==> src/rtl/edge_evt_pkg.sv <==
// Shared types and constants for the edge event arbiter.
// edge_evt_t is sized for the default channel count.
package edge_evt_pkg;

  localparam int unsigned NumChDefault = 4;
  localparam int unsigned CH_W         = $clog2(NumChDefault);

  localparam logic EDGE_RISE = 1'b1;
  localparam logic EDGE_FALL = 1'b0;

  typedef struct packed {
    logic [CH_W-1:0] chan;
    logic            rise;
  } edge_evt_t;

endpackage

==> src/rtl/edge_evt_if.sv <==
// Valid/ready event stream carrying a channel index and an edge type.
interface edge_evt_if #(
  parameter int unsigned NUM_CH = 4
) ();
  localparam int unsigned CH_W = $clog2(NUM_CH);

  logic            evt_valid;
  logic            evt_ready;
  logic [CH_W-1:0] evt_chan;
  logic            evt_rise;

  modport master (output evt_valid, output evt_chan, output evt_rise, input evt_ready);
  modport slave  (input evt_valid, input evt_chan, input evt_rise, output evt_ready);
endinterface

==> src/rtl/edge_event_arbiter_rr_arbiter.sv <==
// Combinational round-robin picker: first set request at or after i_ptr, with wrap.
module rr_arbiter #(
  parameter int unsigned N = 4
) (
  input  logic [N-1:0]         i_req,
  input  logic [$clog2(N)-1:0] i_ptr,
  output logic                 o_grant_valid,
  output logic [$clog2(N)-1:0] o_grant_idx
);
  localparam int unsigned W = $clog2(N);

  int unsigned w_idx;

  always_comb begin
    o_grant_valid = 1'b0;
    o_grant_idx   = '0;
    w_idx         = 0;
    for (int unsigned k = 0; k < N; k++) begin
      // Explicit wrap keeps non-power-of-two channel counts in range.
      w_idx = {{(32-W){1'b0}}, i_ptr} + k;
      if (w_idx >= N) w_idx = w_idx - N;
      if (!o_grant_valid && i_req[W'(w_idx)]) begin
        o_grant_valid = 1'b1;
        o_grant_idx   = W'(w_idx);
      end
    end
  end

endmodule

==> src/rtl/edge_event_arbiter.sv <==
// Holds per-channel rising/falling edge events and serialises them round-robin
// onto a registered valid/ready stream, flagging events lost to a busy slot.
module edge_event_arbiter
  import edge_evt_pkg::*;
#(
  parameter int unsigned NUM_CH = 4
) (
  input  logic              i_clk,
  input  logic              i_reset,
  input  logic [NUM_CH-1:0] i_re_pulse,
  input  logic [NUM_CH-1:0] i_fe_pulse,
  input  logic [NUM_CH-1:0] i_chan_en,
  input  logic              i_ovf_clear,
  output logic [NUM_CH-1:0] o_ovf,
  edge_evt_if.master        evt_if
);
  localparam int unsigned     CH_W   = $clog2(NUM_CH);
  localparam logic [CH_W-1:0] LastCh = CH_W'(NUM_CH - 1);

  logic [NUM_CH-1:0] r_pend_re, r_pend_fe, r_ovf;
  logic [CH_W-1:0]   r_ptr;
  logic              r_evt_valid;
  logic [CH_W-1:0]   r_evt_chan;
  logic              r_evt_rise;

  logic [NUM_CH-1:0] w_req_re, w_req_fe, w_req_any;
  logic [NUM_CH-1:0] w_gnt_re, w_gnt_fe;
  logic [NUM_CH-1:0] w_pend_re_d, w_pend_fe_d, w_ovf_set;
  logic              w_load, w_grant, w_gnt_valid, w_gnt_rise;
  logic [CH_W-1:0]   w_gnt_idx;

  assign w_req_re  = (r_pend_re | i_re_pulse) & i_chan_en;
  assign w_req_fe  = (r_pend_fe | i_fe_pulse) & i_chan_en;
  assign w_req_any = w_req_re | w_req_fe;
  assign w_load    = !r_evt_valid || evt_if.evt_ready;
  assign w_grant   = w_load && w_gnt_valid;

  rr_arbiter #(
    .N (NUM_CH)
  ) u_rr_arbiter (
    .i_req         (w_req_any),
    .i_ptr         (r_ptr),
    .o_grant_valid (w_gnt_valid),
    .o_grant_idx   (w_gnt_idx)
  );

  always_comb begin
    w_gnt_rise  = w_req_re[w_gnt_idx] ? EDGE_RISE : EDGE_FALL;
    w_gnt_re    = '0;
    w_gnt_fe    = '0;
    w_pend_re_d = '0;
    w_pend_fe_d = '0;
    w_ovf_set   = '0;
    for (int i = 0; i < NUM_CH; i++) begin
      w_gnt_re[i] = w_grant && (w_gnt_idx == CH_W'(i)) && (w_gnt_rise == EDGE_RISE);
      w_gnt_fe[i] = w_grant && (w_gnt_idx == CH_W'(i)) && (w_gnt_rise == EDGE_FALL);
      // A granted slot consumes its pending event; a coincident pulse re-arms it.
      if (i_chan_en[i]) begin
        w_pend_re_d[i] = w_gnt_re[i] ? (r_pend_re[i] & i_re_pulse[i])
                                     : (r_pend_re[i] | i_re_pulse[i]);
        w_pend_fe_d[i] = w_gnt_fe[i] ? (r_pend_fe[i] & i_fe_pulse[i])
                                     : (r_pend_fe[i] | i_fe_pulse[i]);
        w_ovf_set[i]   = (i_re_pulse[i] && r_pend_re[i] && !w_gnt_re[i]) ||
                         (i_fe_pulse[i] && r_pend_fe[i] && !w_gnt_fe[i]);
      end
    end
  end

  always_ff @(posedge i_clk) begin
    if (i_reset) begin
      r_pend_re   <= '0;
      r_pend_fe   <= '0;
      r_ovf       <= '0;
      r_ptr       <= '0;
      r_evt_valid <= 1'b0;
      r_evt_chan  <= '0;
      r_evt_rise  <= 1'b0;
    end else begin
      r_pend_re <= w_pend_re_d;
      r_pend_fe <= w_pend_fe_d;
      r_ovf     <= (r_ovf & {NUM_CH{!i_ovf_clear}}) | w_ovf_set;
      if (w_grant) r_ptr <= (w_gnt_idx == LastCh) ? '0 : w_gnt_idx + 1'b1;
      if (w_load) begin
        r_evt_valid <= w_gnt_valid;
        if (w_gnt_valid) begin
          r_evt_chan <= w_gnt_idx;
          r_evt_rise <= w_gnt_rise;
        end
      end
    end
  end

  assign o_ovf            = r_ovf;
  assign evt_if.evt_valid = r_evt_valid;
  assign evt_if.evt_chan  = r_evt_chan;
  assign evt_if.evt_rise  = r_evt_rise;

endmodule

==> src/flat_wrapper.sv <==
// flat-port wrapper written by rule: the top's interface ports become plain ports
module edge_event_arbiter_flat import edge_evt_pkg::*;
#(
  parameter int unsigned NUM_CH = 4
)
  (i_clk, i_reset, i_re_pulse, i_fe_pulse, i_chan_en, i_ovf_clear, o_ovf, evt_if_evt_valid, evt_if_evt_chan, evt_if_evt_rise, evt_if_evt_ready);
  edge_evt_if #(.NUM_CH(NUM_CH)) evt_if_i ();
  input  logic i_clk;
  input  logic i_reset;
  input  logic [NUM_CH-1:0] i_re_pulse;
  input  logic [NUM_CH-1:0] i_fe_pulse;
  input  logic [NUM_CH-1:0] i_chan_en;
  input  logic i_ovf_clear;
  output logic [NUM_CH-1:0] o_ovf;
  output wire logic [$bits(evt_if_i.evt_valid)-1:0] evt_if_evt_valid;
  output wire logic [$bits(evt_if_i.evt_chan)-1:0] evt_if_evt_chan;
  output wire logic [$bits(evt_if_i.evt_rise)-1:0] evt_if_evt_rise;
  input wire logic [$bits(evt_if_i.evt_ready)-1:0] evt_if_evt_ready;
  assign evt_if_evt_valid = evt_if_i.evt_valid;
  assign evt_if_evt_chan = evt_if_i.evt_chan;
  assign evt_if_evt_rise = evt_if_i.evt_rise;
  assign evt_if_i.evt_ready = evt_if_evt_ready;
  edge_event_arbiter #(.NUM_CH(NUM_CH)) u_core (.i_clk(i_clk), .i_reset(i_reset), .i_re_pulse(i_re_pulse), .i_fe_pulse(i_fe_pulse), .i_chan_en(i_chan_en), .i_ovf_clear(i_ovf_clear), .o_ovf(o_ovf), .evt_if(evt_if_i));
endmodule
==> config.mk <==
export PLATFORM = sky130hd
export DESIGN_NAME = edge_event_arbiter_flat
export DESIGN_NICKNAME = d
export VERILOG_FILES = /design/src/rtl/edge_evt_pkg.sv /design/src/rtl/edge_evt_if.sv /design/src/rtl/edge_event_arbiter_rr_arbiter.sv /design/src/rtl/edge_event_arbiter.sv /design/src/flat_wrapper.sv
export SDC_FILE = /design/constraint.sdc
export NUM_CORES = 1
export LEC_CHECK = 0
export ABC_AREA = 0
export CELL_PAD_IN_SITES_DETAIL_PLACEMENT = 2
export CELL_PAD_IN_SITES_GLOBAL_PLACEMENT = 2
export CORE_MARGIN = 1.5
export CORE_UTILIZATION = 31
export CTS_CLUSTER_SIZE = 14
export DETAILED_ROUTE_END_ITERATION = 16
export GPL_TIMING_DRIVEN = 1
export MAX_ROUTING_LAYER = met4
export PLACE_DENSITY = 0.8
export SETUP_SLACK_MARGIN = 0.4
export SLEW_MARGIN = 20
export SYNTH_ARGS = -nofsm -noshare
export SYNTH_HDL_FRONTEND = slang
export SYNTH_SLANG_ARGS = --single-unit
==> constraint.sdc <==
create_clock -name i_clk -period 5.3 [get_ports i_clk]
set_input_delay 1.59 -clock i_clk [delete_from_list [all_inputs] [get_ports i_clk]]
set_output_delay 1.59 -clock i_clk [all_outputs]
set_load 0.05 [all_outputs]
After elaboration in Yosys (flattened, before gate mapping)
Index checks and enable logic that the tools add are counted.
{"block": "word_totals", "register_bits": 18, "out_inout_bits": 8, "wordCells": 153}
{"block": "classes", "addsub": 8, "magnitude_cmp": 9, "n_eq_ne": 3, "mux": 36, "n_bitwise": 28, "reduce_logical": 56}
{"cell": "1-bit logical AND", "n": 32}
{"cell": "1-bit 2-to-1 mux", "n": 22}
{"cell": "2-bit 2-to-1 mux", "n": 9}
{"cell": "4-bit bitwise OR", "n": 4}
{"cell": "2-bit by 3-bit < comparator with 1-bit output (second input constant)", "n": 5}
{"cell": "1-bit zero test", "n": 13}
{"cell": "4-bit bitwise AND", "n": 3}
{"cell": "1-bit binary-select mux with 2-bit select", "n": 5}
{"cell": "3-bit greater-or-equal comparator (second input constant)", "n": 3}
{"cell": "1-bit bitwise AND", "n": 8}
{"cell": "1-bit bitwise OR", "n": 8}
{"cell": "2-bit OR reduction", "n": 4}
{"cell": "2-bit by 1-bit subtractor with 2-bit output (second input constant)", "n": 4}
{"cell": "2-bit by 2-bit adder with 3-bit output (second input constant)", "n": 2}
{"cell": "1-bit logical OR", "n": 5}
{"cell": "1-bit NOT", "n": 5}
{"cell": "2-bit == test (second input constant)", "n": 2}
{"cell": "2-bit by 1-bit adder with 3-bit output (second input constant)", "n": 1}
{"cell": "2-bit by 3-bit greater-or-equal comparator with 1-bit output (second input constant)", "n": 1}
{"cell": "2-bit by 1-bit adder with 2-bit output (second input constant)", "n": 1}
{"cell": "2-bit by 1-bit == test with 1-bit output (second input constant)", "n": 1}
{"cell": "2-bit zero test", "n": 1}
{"cell": "2-bit AND reduction", "n": 1}

Longest topological paths before layout
Gate-level depths: netlist of the first run.
{"block": "logic_depth", "depth_word": 25, "depth_mapped": 8, "mapped_depth_nobuf": 8}

Modules after synthesis
Synthesis of the first run repeated with hierarchy kept, for this count alone.
{"block": "hier_totals", "cells_unflattened": 132, "area_unflattened_um2": 1043.5}
{"mod": "edge_event_arbiter", "n_inst": 1, "cells_each": 117, "area_per_inst_um2": 965.9, "seq_area_each_um2": 360.3}
{"mod": "rr_arbiter", "n_inst": 1, "cells_each": 15, "area_per_inst_um2": 77.6, "seq_area_each_um2": 0.0}

Least setup slack after synthesis of the first run
Ideal clock, no wire load.
{"block": "synth_path", "path_type": "input-to-reg", "from": "input i_re_pulse[1]", "to": "register u_core.r_pend_fe[0]", "arrival_time_ns": 3.351, "t_required_ns": 5.177, "slack_ns": 1.826, "path_stages": 7, "cell_sequence": "or4_1 -> a32oi_2 -> o221ai_2 -> a311o_1 -> buf_6 -> a221oi_1 -> nor2_1"}
{"block": "synth_via", "elab_chain_len": 21, "elab_cells_between_ends": 34, "cone_classes": "mux: 20; bitwise: 4; reduce/logical: 10"}
{"element": "start: declaration", "line": "flat_wrapper.sv:10", "text": "input logic [NUM_CH-1:0] i_re_pulse;"}
{"element": "4-bit bitwise OR (*)", "line": "edge_event_arbiter.sv:32", "text": "assign w_req_re = (r_pend_re | i_re_pulse) & i_chan_en;"}
{"element": "4-bit bitwise AND (*)", "line": "edge_event_arbiter.sv:32"}
{"element": "4-bit bitwise OR", "line": "edge_event_arbiter.sv:34", "text": "assign w_req_any = w_req_re | w_req_fe;"}
{"element": "1-bit binary-select mux with 2-bit select", "line": "edge_event_arbiter_rr_arbiter.sv:22", "text": "if (!o_grant_valid && i_req[W'(w_idx)]) begin"}
{"element": "1-bit 2-to-1 mux (not written as such)", "line": "edge_event_arbiter_rr_arbiter.sv:22"}
{"element": "1-bit 2-to-1 mux", "line": "edge_event_arbiter_rr_arbiter.sv:22"}
{"element": "1-bit zero test", "line": "edge_event_arbiter_rr_arbiter.sv:22"}
{"element": "1-bit logical AND", "line": "edge_event_arbiter_rr_arbiter.sv:22"}
{"element": "[... 5 more ...]"}
{"element": "1-bit logical AND", "line": "edge_event_arbiter_rr_arbiter.sv:22"}
{"element": "2-bit 2-to-1 mux", "line": "edge_event_arbiter_rr_arbiter.sv:22"}
{"element": "1-bit binary-select mux with 2-bit select", "line": "edge_event_arbiter.sv:48", "text": "w_gnt_rise = w_req_re[w_gnt_idx] ? EDGE_RISE : EDGE_FALL;"}
{"element": "1-bit 2-to-1 mux (not written as such)", "line": "edge_event_arbiter.sv:48"}
{"element": "1-bit 2-to-1 mux", "line": "edge_event_arbiter.sv:48"}
{"element": "1-bit NOT", "line": "edge_event_arbiter.sv:56", "text": "w_gnt_fe[i] = w_grant && (w_gnt_idx == CH_W'(i)) && (w_gnt_rise == EDGE_FALL);"}
{"element": "1-bit logical AND (*)", "line": "edge_event_arbiter.sv:56"}
{"element": "1-bit 2-to-1 mux (*)", "line": "edge_event_arbiter.sv:61", "text": "w_pend_fe_d[i] = w_gnt_fe[i] ? (r_pend_fe[i] & i_fe_pulse[i])"}
{"element": "end signal: assignment", "line": "edge_event_arbiter.sv:80", "text": "r_pend_fe <= w_pend_fe_d;"}
{"element": "end: declaration", "line": "edge_event_arbiter.sv:20", "text": "logic [NUM_CH-1:0] r_pend_re, r_pend_fe, r_ovf;"}
Every way passes the cells marked *; elsewhere a longest branch is shown, timed or not. The select of a mux whose other input is x is not followed.
A chain may end at the register's enable or synchronous reset.

Final worst setup path of the first run
{"block": "layout_path", "from": "input i_re_pulse[0]", "to": "register u_core.r_pend_fe[0]"}
{"block": "layout_via", "elab_chain_len": 21, "elab_cells_between_ends": 34, "cone_classes": "mux: 20; bitwise: 4; reduce/logical: 10"}
{"element": "4-bit bitwise OR (*)", "line": "edge_event_arbiter.sv:32"}
{"element": "4-bit bitwise AND (*)", "line": "edge_event_arbiter.sv:32"}
{"element": "4-bit bitwise OR (*)", "line": "edge_event_arbiter.sv:34"}
{"element": "1-bit binary-select mux with 2-bit select", "line": "edge_event_arbiter_rr_arbiter.sv:22"}
{"element": "1-bit 2-to-1 mux (not written as such)", "line": "edge_event_arbiter_rr_arbiter.sv:22"}
{"element": "1-bit 2-to-1 mux", "line": "edge_event_arbiter_rr_arbiter.sv:22"}
{"element": "1-bit zero test", "line": "edge_event_arbiter_rr_arbiter.sv:22"}
{"element": "1-bit logical AND", "line": "edge_event_arbiter_rr_arbiter.sv:22"}
{"element": "[... 6 more ...]"}
{"element": "2-bit 2-to-1 mux (*)", "line": "edge_event_arbiter_rr_arbiter.sv:22"}
{"element": "net u_core.u_rr_arbiter.o_grant_idx[0]", "line": "edge_event_arbiter_rr_arbiter.sv:8", "text": "output logic [$clog2(N)-1:0] o_grant_idx"}
{"element": "1-bit binary-select mux with 2-bit select", "line": "edge_event_arbiter.sv:48"}
{"element": "1-bit 2-to-1 mux (not written as such)", "line": "edge_event_arbiter.sv:48"}
{"element": "1-bit 2-to-1 mux", "line": "edge_event_arbiter.sv:48"}
{"element": "1-bit NOT", "line": "edge_event_arbiter.sv:56"}
{"element": "1-bit logical AND (*)", "line": "edge_event_arbiter.sv:56"}
{"element": "1-bit 2-to-1 mux (*)", "line": "edge_event_arbiter.sv:61"}
Mark *: on every way through the listed nets, which the timed path passes. The rest lies on a longest branch. The select of a mux whose other input is x is not followed.

==> summary.txt, run 1 <==
Run status
  • Status: finished, final reports clean

Logic synthesis
  • Synth area leader: dfxtp_1
  • Post-synth ARST share: 0%
  • Post-Synthesis Cells: 145
  • EDFF count, synth: 0
  • Syn. warnings: 0
  • Synth cell types: 37
  • Post-synth top area share: 30.5%
  • Mapped Area: 1180 um2
  • Top FF cell, synth: dfxtp_1
  • #FFs+latches synth: 18
  • Mapped Avg Cell Area: 8.15 um2
  • Post-synth top cells: nand2_1, dfxtp_1, nor2_1
  • Syn_nets: 165
  • Post-synthesis sequential area ratio: 30.5%
  • Top cells by area, synth: dfxtp_1, nand2_1, nor2_1
  • Top-count cell post-synth: nand2_1

Critical path
  • CP Buf/Inv Count: 1
  • Crit path max-delay family: compound AO/OA/AOI/OAI gates
  • Crit-path cells: clkdlybuf4s50_1, o41ai_1, o221ai_1, a21oi_2, o211ai_2, a221oi_1, nor2_1
  • Critical path arrival: 4380 ps
  • Worst Setup End Kind: register
  • Largest stage delay on the critical path: 640 ps
  • Startpoint types: primary input
  • Critical path's slowest cell: o41ai_1
  • Crit path required time: 5450 ps
  • Critical Path Fanout Max: 9
  • Kind of critical path: in -> reg

Pwr
  • Leakage: 0.578 nW
  • Sw Share: 39.8%
  • Max IR drop VDD: 126 uV
  • Combinational share of power: 38.4%
  • Internal power: 0.276 mW
  • Sw Pwr: 0.183 mW
  • Seq pwr share: a little over a third
  • Clock group share of total power: 26.5%
  • Power, Total: 0.459 mW
  • Pwr per Cell Area: 303 nW/um2

Global route
  • Gr usage total: 22.6%
  • Initial antenna violation count: 0
  • Largest net degree at the start of global routing: 12
  • First-pass GRT wire length: 7120 um
  • Vias in the first global route: 1,417
  • GR Overflow Total: 0

Routing
  • Per-cell routed wire length: around 19 um
  • Pre-antenna DRT Iters: 4
  • Vias: 1,296
  • DRT antenna net count: 0
  • DR DRC count: 0
  • DR iter-0 viols: just under 60
  • Drt via density: 5.94
  • Drt total wl: about 4200 um

Clock network
  • Htree depth: 1
  • # clock sinks: 18
  • CTS resizes: 0
  • Worst-case clock buffer depth: 2
  • Root Buffer: clkbuf_8
  • CTS tree: built
  • CTS buffer count: 3
  • CTS Hold Bufs: 0
  • Clk slew on worst S/H paths: about 80 ps
  • Clock Latency Late Sink: 260 ps
  • Post-CTS setup buffers: 0

Placement
  • Placed Area: 1460 um2
  • Routability cong.: about 0.87
  • Post-Place Worst Slack: 843 ps
  • DP Wirelength: 3140 um
  • I/O Buffers: 23

Final layout
  • Post-route cell area: 1520 um2
  • Final #Nets: about 190
  • Final core utilization: 41.4%
  • Synth-to-Final Area Change: 28.3%
  • Diode count: 0
  • Share of cells above drive strength 1: between 7 and 8%

Timing
  • Endpoints failing setup: 0
  • Fin. Hold Viols: 0
  • Max-slew violation count: 0
  • Fin crit period: 4230 ps
  • Final WS setup: 1070 ps
  • Tcrit/Tclk final: roughly four fifths
  • Setup Skew: ~2.1 ps
  • Worst-Margin Slew: 621 ps
  • Slew Limit Headroom: 58.4%
  • Fmax achieved: 0.237 GHz
  • Setup TNS: 0 ps
  • RSZ-0062 raised after global routing: no

Die
  • DIE AREA: 4190 um2
  • Row count: 22
  • Initial Util: 32.3%
  • Core ar.: around 3700 um2
  • Die H: 64.7 um
  • IO Count: 24
  • Die width: 64.7 um

Job
  • Total of max-cap violations: 0

Hold path
  • Hold Path Class: reg -> reg
-- state kept, by name (all words and copies together) (netlist names) --
signal and cells:
u_core.evt_if.evt_chan 2, u_core.o_ovf 4, u_core.evt_if.evt_valid 1, u_core.evt_if.evt_rise 1
u_core.r_ptr 2, u_core.r_pend_fe 4, u_core.r_pend_re 4
-- final timing paths --
kind	from	end	slack [ps]	cells after the start
worst max-delay path	i_re_pulse[0]	u_core.r_pend_fe[0]	1070	7
worst min-delay path	u_core.evt_if.evt_rise	u_core.evt_if.evt_rise	500	2
worst max register to register	u_core.r_pend_re[0]	u_core.r_pend_fe[0]	2560	6
worst min register to register	u_core.evt_if.evt_rise	u_core.evt_if.evt_rise	500	2
-- cell type report --
type | count | area, um2
multi-input cells | 121 | 791
well taps | 48 | 60.1
repair buffers | 24 | 238
inverters | 3 | 11.3
clock buffers | 4 | 55.1
flip-flops and latches | 18 | 360
fillers | 428 | 2150
-- worst register-to-register path, cell delays in order (launching register included) --
cell      delay [ps]
dfxtp_1          360
o41ai_1          600
o221ai_1         270
a21oi_2          490
o211ai_2         360
a221oi_1         450
nor2_1            90
-- per-stage QoR --
stage / cells / hold WS, ps
6_report: 218 / 503
5_1_grt: 218 / 538
4_1_cts: 218 / 509
3_5_place_dp: 214 / 496
3_3_place_gp: 214 / 460
2_1_floorplan: 145 / 523
-- placed cells by master, fill, tap and decap left out, types with 5 or more instances in the layout --
cell	Yosys	routed
o21ai_0	8	8
clkdlybuf4s50_1	0	23
dfxtp_1	18	18
a21oi_1	8	8
nor2_1	15	15
nor2b_1	5	5
nand2_1	26	26
-- cell families (layout without fill, tap and decap cells) --
| family | after synthesis | in the layout | share of synthesized area (%) |
|---|---|---|---|
| and+or+nand+nor | 66 | 66 | 26.3 |
| AOI/OAI and AO/OA | 48 | 48 | 33.9 |
| adders and majority gates | 4 | 4 | 4.24 |
| DFF | 18 | 18 | 30.5 |
| buffers and inverters | 6 | 31 | 2.54 |
| muxes | 3 | 3 | 2.54 |
-- metal layers --
layer  vias to the layer above  routed length (um)  GRT usage, %
li1                        613                   -             -
met2                        29                2070          35.4
met1                       648                1940          29.4
met5                         -                   0             -
met4                         0                  59          9.57
met3                         6                 165          2.95
-- power by group through the flow --
stage          logic [mW]  registers [mW]  clock network [mW]
6_report            0.176           0.161               0.121
5_1_grt             0.192           0.163               0.128
3_5_place_dp        0.173           0.164                   0
3_3_place_gp        0.167           0.163                   0
4_1_cts             0.176           0.161               0.124
2_1_floorplan      0.0986           0.177                   0
(Power assumes the default switching activity.)
==> run 2: changes to the inputs <==
--- a/config.mk
+++ b/config.mk
@@ -9,12 +9,12 @@
 export CELL_PAD_IN_SITES_DETAIL_PLACEMENT = 2
 export CELL_PAD_IN_SITES_GLOBAL_PLACEMENT = 2
 export CORE_MARGIN = 1.5
-export CORE_UTILIZATION = 31
+export CORE_UTILIZATION = 26
 export CTS_CLUSTER_SIZE = 14
 export DETAILED_ROUTE_END_ITERATION = 16
 export GPL_TIMING_DRIVEN = 1
 export MAX_ROUTING_LAYER = met4
-export PLACE_DENSITY = 0.8
+export PLACE_DENSITY = 0.72
 export SETUP_SLACK_MARGIN = 0.4
 export SLEW_MARGIN = 20
 export SYNTH_ARGS = -nofsm -noshare
==> constraint.sdc (replaced) <==
create_clock -name i_clk -period 3.54 [get_ports i_clk]
set_input_delay 1.062 -clock i_clk [delete_from_list [all_inputs] [get_ports i_clk]]
set_output_delay 1.062 -clock i_clk [all_outputs]
set_load 0.05 [all_outputs]
==> summary.txt, run 2 (synthesis results as in run 1) <==
Run status
  • Status: finished, final reports clean

Global route
  • GR Overflow Total: 0 (unchanged)
  • Largest net degree at the start of global routing: 12 (unchanged)
  • Met3 GRT Util: 6.49% (+3.5 points)
  • Gr usage total: 30.5% (+7.9 points)
  • Vias in the first global route: 1,846 (+30%)
  • Met2 Use GR: 51.5% (+16 points)
  • First-pass GRT wire length: 11,100 um (+56%)
  • GRT busiest layer: met2
  • Met1 usage in global routing: 35.6% (+6.1 points)
  • Initial antenna violation count: 0 (unchanged)

Clock network
  • Worst-case clock buffer depth: 2 (unchanged)
  • CTS tree: built
  • Htree depth: 1 (unchanged)
  • Root Buffer: clkbuf_8
  • CTS Hold Bufs: 0 (unchanged)
  • Clock Latency Late Sink: 260 ps (about the same)
  • CTS buffer count: 3 (unchanged)
  • Clk slew on worst S/H paths: 80 ps (about the same)
  • # clock sinks: 18 (unchanged)

Routing
  • Vias: 1,682 (+30%)
  • Drt total wl: 7880 um (+86%)
  • Per-cell routed wire length: 28.8 um (+48%)
  • DR DRC count: 0 (unchanged)
  • Drt via density: 6.14 (+3.3%)
  • Pre-antenna DRT Iters: 4 (unchanged)
  • DRT antenna net count: 0 (unchanged)
  • DR iter-0 viols: 59 (+1.7%)

Final layout
  • Most frequent cells in the layout: buf_4, nand2_1, dfxtp_1, nor2_1, clkdlybuf4s50_1
  • Commonest non-fill, non-tap cell in the layout: buf_4
  • Synth-to-Final Area Change: 88.7%
  • Fillers: 454 (+6.1%)
  • Area taken by multi-input logic gates: 1070 um2 (+36%)
  • Register area: 360 um2 (unchanged)
  • Diode count: 0 (unchanged)
  • Final #Nets: 243 (+27%)
  • Share of cells above drive strength 1: 45.9% (+39 points)

Die
  • Initial Util: 27.1% (-5.1 points)
  • Core ar.: 4350 um2 (+19%)
  • Die H: 70.4 um (+8.8%)
  • IO Count: 24 (unchanged)
  • DIE AREA: 4960 um2 (+18%)
  • Die width: 70.4 um (+8.8%)
  • Row count: 24 (+9.1%)

Pwr
  • Sw Pwr: 0.421 mW (+130%)
  • Power, Total: 0.994 mW (+120%)
  • Pwr per Cell Area: 446 nW/um2 (+47%)
  • Clock group share of total power: 18.0% (-8.5 points)
  • Sw Share: 42.3% (+2.5 points)
  • Leakage: 0.914 nW (+58%)
  • Combinational share of power: 56.6% (+18 points)
  • Internal power: 0.573 mW (+110%)
  • Max IR drop VDD: 247 uV (+97%)
  • Seq pwr share: 25.3% (-9.9 points)

Critical path
  • R2r startpoint: u_core.r_pend_re[1]
  • Critical path arrival: 3320 ps (-1060 ps)
  • Crit path required time: 3670 ps (-1780 ps)
  • Critical Path Fanout Max: 7 (-2)
  • Worst Setup End Kind: register
  • Crit path from: i_chan_en[1]
  • Kind of critical path: in -> reg
  • Startpoint types: primary input

Timing
  • RSZ-0062 raised after global routing: yes
  • Fmax achieved: 0.314 GHz
  • Setup Skew: 5.08 ps (+2.98 ps)
  • Fin crit period: 3180 ps
  • Min Hold Slack: 515 ps (+11.9 ps)
  • Endpoints failing setup: 0 (unchanged)
  • Max-slew violation count: 0 (unchanged)
  • Worst-Margin Slew: 979 ps (+358 ps)
  • Fin. Hold Viols: 0 (unchanged)
  • Slew Limit Headroom: 34.0% (-24 points)
  • Tcrit/Tclk final: 89.9%

Placement
  • DP Wirelength: 3590 um (+14%)
  • I/O Buffers: 23 (unchanged)
  • Routability cong.: 0.830 (-4.9%)

Job
  • Total of max-cap violations: 0 (unchanged)

Hold path
  • Hold Startpoint: u_core.evt_if.evt_rise
  • Hold Path Class: reg -> reg
run 2: worst paths after layout:
check	slack, ps	cells past startpoint	end
min reg2reg	520	2	u_core.evt_if.evt_rise
max	360	10	u_core.o_ovf[3]
min	520	2	u_core.evt_if.evt_rise
max reg2reg	840	9	u_core.o_ovf[3]
run 2: per-stage QoR:
step                      worst slack (ps)  utilization [%]  setup TNS, ps  std cells  cell area [um2]
after floorplan                        594                -              0        145             1180
after global placement                37.3             38.5              0        246             1680
after detailed placement             -48.9             38.5           -235        246             1680
after CTS                              409             47.3              0        263             2060
after global routing                   343             51.2              0        274             2230
final                                  356             51.2              0        274             2230
run 2: timing repair:
item / in CTS / in global routing
setup buffers: 11 / 11
gates cloned: 2 / 0
hold endpoints to repair: 0 / 0
pin swaps: 18 / 21
resized for setup: 52 / 29
setup endpoints to repair: 14 / 17
run 2: layout make-up:
cell class,instances,area share (%)
repair buffers,74,29.8
inverters,3,0.505
clock buffers,4,2.47
flip-flops and latches,18,16.2
multi-input cells,123,48.1
well taps,52,2.92
run 2: critical path: stages:
cell and delay [ps]:
clkdlybuf4s50_1 510, o41a_1 280, buf_4 180, nor2_2 50
buf_4 150, a31oi_4 350, buf_4 240, nand4_1 170
a21oi_1 240, nor3_2 80
run 2: routing by layer:
metal | part of all wire [%] | up-vias
met5 | 0 | -
met4 | 4.7 | 0
met3 | 4.5 | 32
met2 | 51 | 67
met1 | 40 | 850
li1 | - | 733
run 2: power by group through the flow:
stage                     clock network (mW)  registers (mW)  logic [mW]
after floorplan                            0           0.265       0.148
after global placement                     0           0.243       0.307
after detailed placement                   0           0.245       0.320
after CTS                              0.185           0.245       0.452
after global routing                   0.194           0.254       0.586
final                                  0.179           0.252       0.563
==> run 3: changes to the inputs <==
--- a/config.mk
+++ b/config.mk
@@ -9,12 +9,12 @@
 export CELL_PAD_IN_SITES_DETAIL_PLACEMENT = 2
 export CELL_PAD_IN_SITES_GLOBAL_PLACEMENT = 2
 export CORE_MARGIN = 1.5
-export CORE_UTILIZATION = 26
-export CTS_CLUSTER_SIZE = 14
+export CORE_UTILIZATION = 29
+export CTS_CLUSTER_SIZE = 30
 export DETAILED_ROUTE_END_ITERATION = 16
 export GPL_TIMING_DRIVEN = 1
 export MAX_ROUTING_LAYER = met4
-export PLACE_DENSITY = 0.72
+export PLACE_DENSITY = 0.76
 export SETUP_SLACK_MARGIN = 0.4
 export SLEW_MARGIN = 20
 export SYNTH_ARGS = -nofsm -noshare
==> constraint.sdc (replaced) <==
create_clock -name i_clk -period 3.3 [get_ports i_clk]
set_input_delay 0.99 -clock i_clk [delete_from_list [all_inputs] [get_ports i_clk]]
set_output_delay 0.99 -clock i_clk [all_outputs]
set_load 0.05 [all_outputs]
==> summary.txt, run 3 (synthesis results as in run 1) <==
Run status
  • Status: finished, final reports clean

Timing
  • Slew Limit Headroom: 59.2% (+25 points)
  • Setup Skew: 3.82 ps (-1.25 ps)
  • Final WS setup: 273 ps (-82.8 ps)
  • Fin. Hold Viols: 0 (unchanged)
  • Fmax achieved: 0.330 GHz
  • Endpoints failing setup: 0 (unchanged)
  • RSZ-0062 raised after global routing: yes
  • Tcrit/Tclk final: 91.7%
  • Max-slew violation count: 0 (unchanged)
  • Fin crit period: around 3000 ps
  • Worst-Margin Slew: 605 ps (-374 ps)
  • Setup TNS: 0 ps (unchanged)

Global route
  • First-pass GRT wire length: 9680 um (-13%)
  • Initial antenna violation count: 0 (unchanged)
  • Largest net degree at the start of global routing: 11 (-1)
  • Vias in the first global route: 1,702 (-7.8%)
  • GR Overflow Total: 0 (unchanged)
  • Gr usage total: 31.5% (+0.91 points)

Clock network
  • # clock sinks: 18 (unchanged)
  • CTS Hold Bufs: 0 (unchanged)
  • Htree depth: 1 (unchanged)
  • Worst-case clock buffer depth: 2 (unchanged)
  • CTS tree: built
  • Root Buffer: clkbuf_8
  • Clk slew on worst S/H paths: 80 ps (about the same)
  • Clock Latency Late Sink: 270 ps (about the same)
  • CTS buffer count: 3 (unchanged)

Final layout
  • Most frequent cells in the layout: buf_4, nand2_1, dfxtp_1, buf_6, nor2_1
  • Share of cells above drive strength 1: 50.7% (+4.7 points)
  • Final #Nets: 242 (-0.41%)
  • Diode count: 0 (unchanged)
  • Commonest non-fill, non-tap cell in the layout: buf_4
  • Synth-to-Final Area Change: 93.0%
  • Fillers: 387 (-15%)

Die
  • Die width: 66.8 um (-5.1%)
  • Row count: 23 (-4.2%)
  • IO Count: 24 (unchanged)
  • Die H: 66.8 um (-5.1%)
  • Initial Util: 29.7% (+2.6 points)
  • Core ar.: 3970 um2 (-8.8%)
  • DIE AREA: 4460 um2 (-9.9%)

Hold path
  • WHS Endpoint: u_core.evt_if.evt_rise
  • Hold Startpoint: u_core.evt_if.evt_rise
  • Hold Path Class: reg -> reg
  • WHS Path Cells: 2 (unchanged)

Job
  • Total of max-cap violations: 0 (unchanged)

Placement
  • DP Wirelength: 3750 um (+4.3%)
  • Post-Place Worst Slack: -335 ps (-286 ps)
  • I/O Buffers: 23 (unchanged)
  • Routability cong.: 0.927 (+12%)

Critical path
  • Crit path required time: 3510 ps (-160 ps)
  • Worst Setup End Kind: register
  • Startpoint types: primary input
  • R2r startpoint: u_core.r_pend_re[2]
  • CP dominant cell by count: buf_6
  • Worst r2r path cells: 10 (+1)
  • Largest stage delay on the critical path: 500 ps (about the same)
  • Critical path's slowest cell: nor3b_1
  • Crit-path cells: dlygate4sd2_1, nor3b_1, a32oi_4, o221ai_4, inv_2, buf_6, o211ai_4, buf_6, buf_4, nand3_2, a21oi_2
  • Critical path arrival: 3230 ps (-90 ps)
  • Reg2reg setup slack: 720 ps (-120 ps)
  • Critical Path Fanout Max: 6 (-1)
  • RR Endpoint: u_core.r_pend_re[2]
  • Kind of critical path: in -> reg

Pwr
  • Pwr per Cell Area: 491 nW/um2 (+10%)
  • Power, Total: 1.12 mW (+13%)
  • Leakage: 0.915 nW (+0.16%)
  • Max IR drop VDD: 268 uV (+8.4%)

Routing
  • DRT antenna net count: 0 (unchanged)
  • DR DRC count: 0 (unchanged)
  • Drt total wl: 8120 um (+3.0%)
  • Per-cell routed wire length: 30.0 um (+4.1%)
  • Pre-antenna DRT Iters: 4 (unchanged)
  • Vias: 1,640 (-2.5%)
  • DR iter-0 viols: 89 (+51%)
  • Drt via density: 6.05 (-1.4%)
## run 3: changes by cell type in the layout (fill, tap and decap cells not counted), sizes merged
cell,previous run,this run
o211ai,3,2
dlygate4sd2,2,1
buf,53,54
clkdlybuf4s50,13,11
a311o,2,1
dlymetal6s2s,4,3
clkbuf,6,10
## run 3: metal layers
layer  track usage, %  wire [um]
met3             3.04        480
met2             52.4       4020
met4             12.5        327
met1             39.2       3290
met5                -          0
## run 3: layout make-up
cell class / instances / area, um2 / area share (%)
clock buffer: 4 / 55.1 / 2.41
inverter: 3 / 11.3 / 0.494
multi-input combinational: 121 / 1140 / 50.1
sequential: 18 / 360 / 15.8
tap: 50 / 62.6 / 2.74
timing repair buffer: 75 / 648 / 28.4
## run 3: metrics by stage
stage | std cells | utilization, % | area (um2) | hold WS (ps)
floorplan | 145 | - | 1180 | 523
global placement | 247 | 42.7 | 1700 | 461
detailed placement | 247 | 42.7 | 1700 | 494
CTS | 260 | 50.4 | 2000 | 506
global route | 271 | 57.4 | 2280 | 530
finish | 271 | 57.4 | 2280 | 511
## run 3: critical path: cells and delay by family
kind	cells	cell delay, ps
simple gates	2	570
compound gates	4	810
buf+inv	5	860
## run 3: timing repair
item | CTS | global route
setup buffers | 9 | 11
pin swaps | 16 | 24
setup endpoints to repair | 14 | 14
resized for setup | 53 | 58
## run 3: worst max-delay path by stage
stage                   from                      to  slack (ps)  depth (start not counted)
2_1_floorplan  i_re_pulse[1]     u_core.r_pend_fe[0]         430                          7
3_3_place_gp   i_re_pulse[3]     u_core.r_pend_re[1]        -140                          9
3_5_place_dp   i_re_pulse[3]     u_core.r_pend_re[0]        -340                          9
4_1_cts         i_chan_en[3]     u_core.r_pend_re[3]         400                         10
5_1_grt         i_chan_en[0]  u_core.evt_if.evt_rise         140                         11
6_report        i_chan_en[0]  u_core.evt_if.evt_rise         270                         11
## run 3: where the power goes
part	switching [mW]	leakage (nW)	internal, mW
Combinational	0.364	0.739	0.288
Sequential	0.0325	0.148	0.236
Clock	0.0921	0.0288	0.107
Total	0.488	0.915	0.631
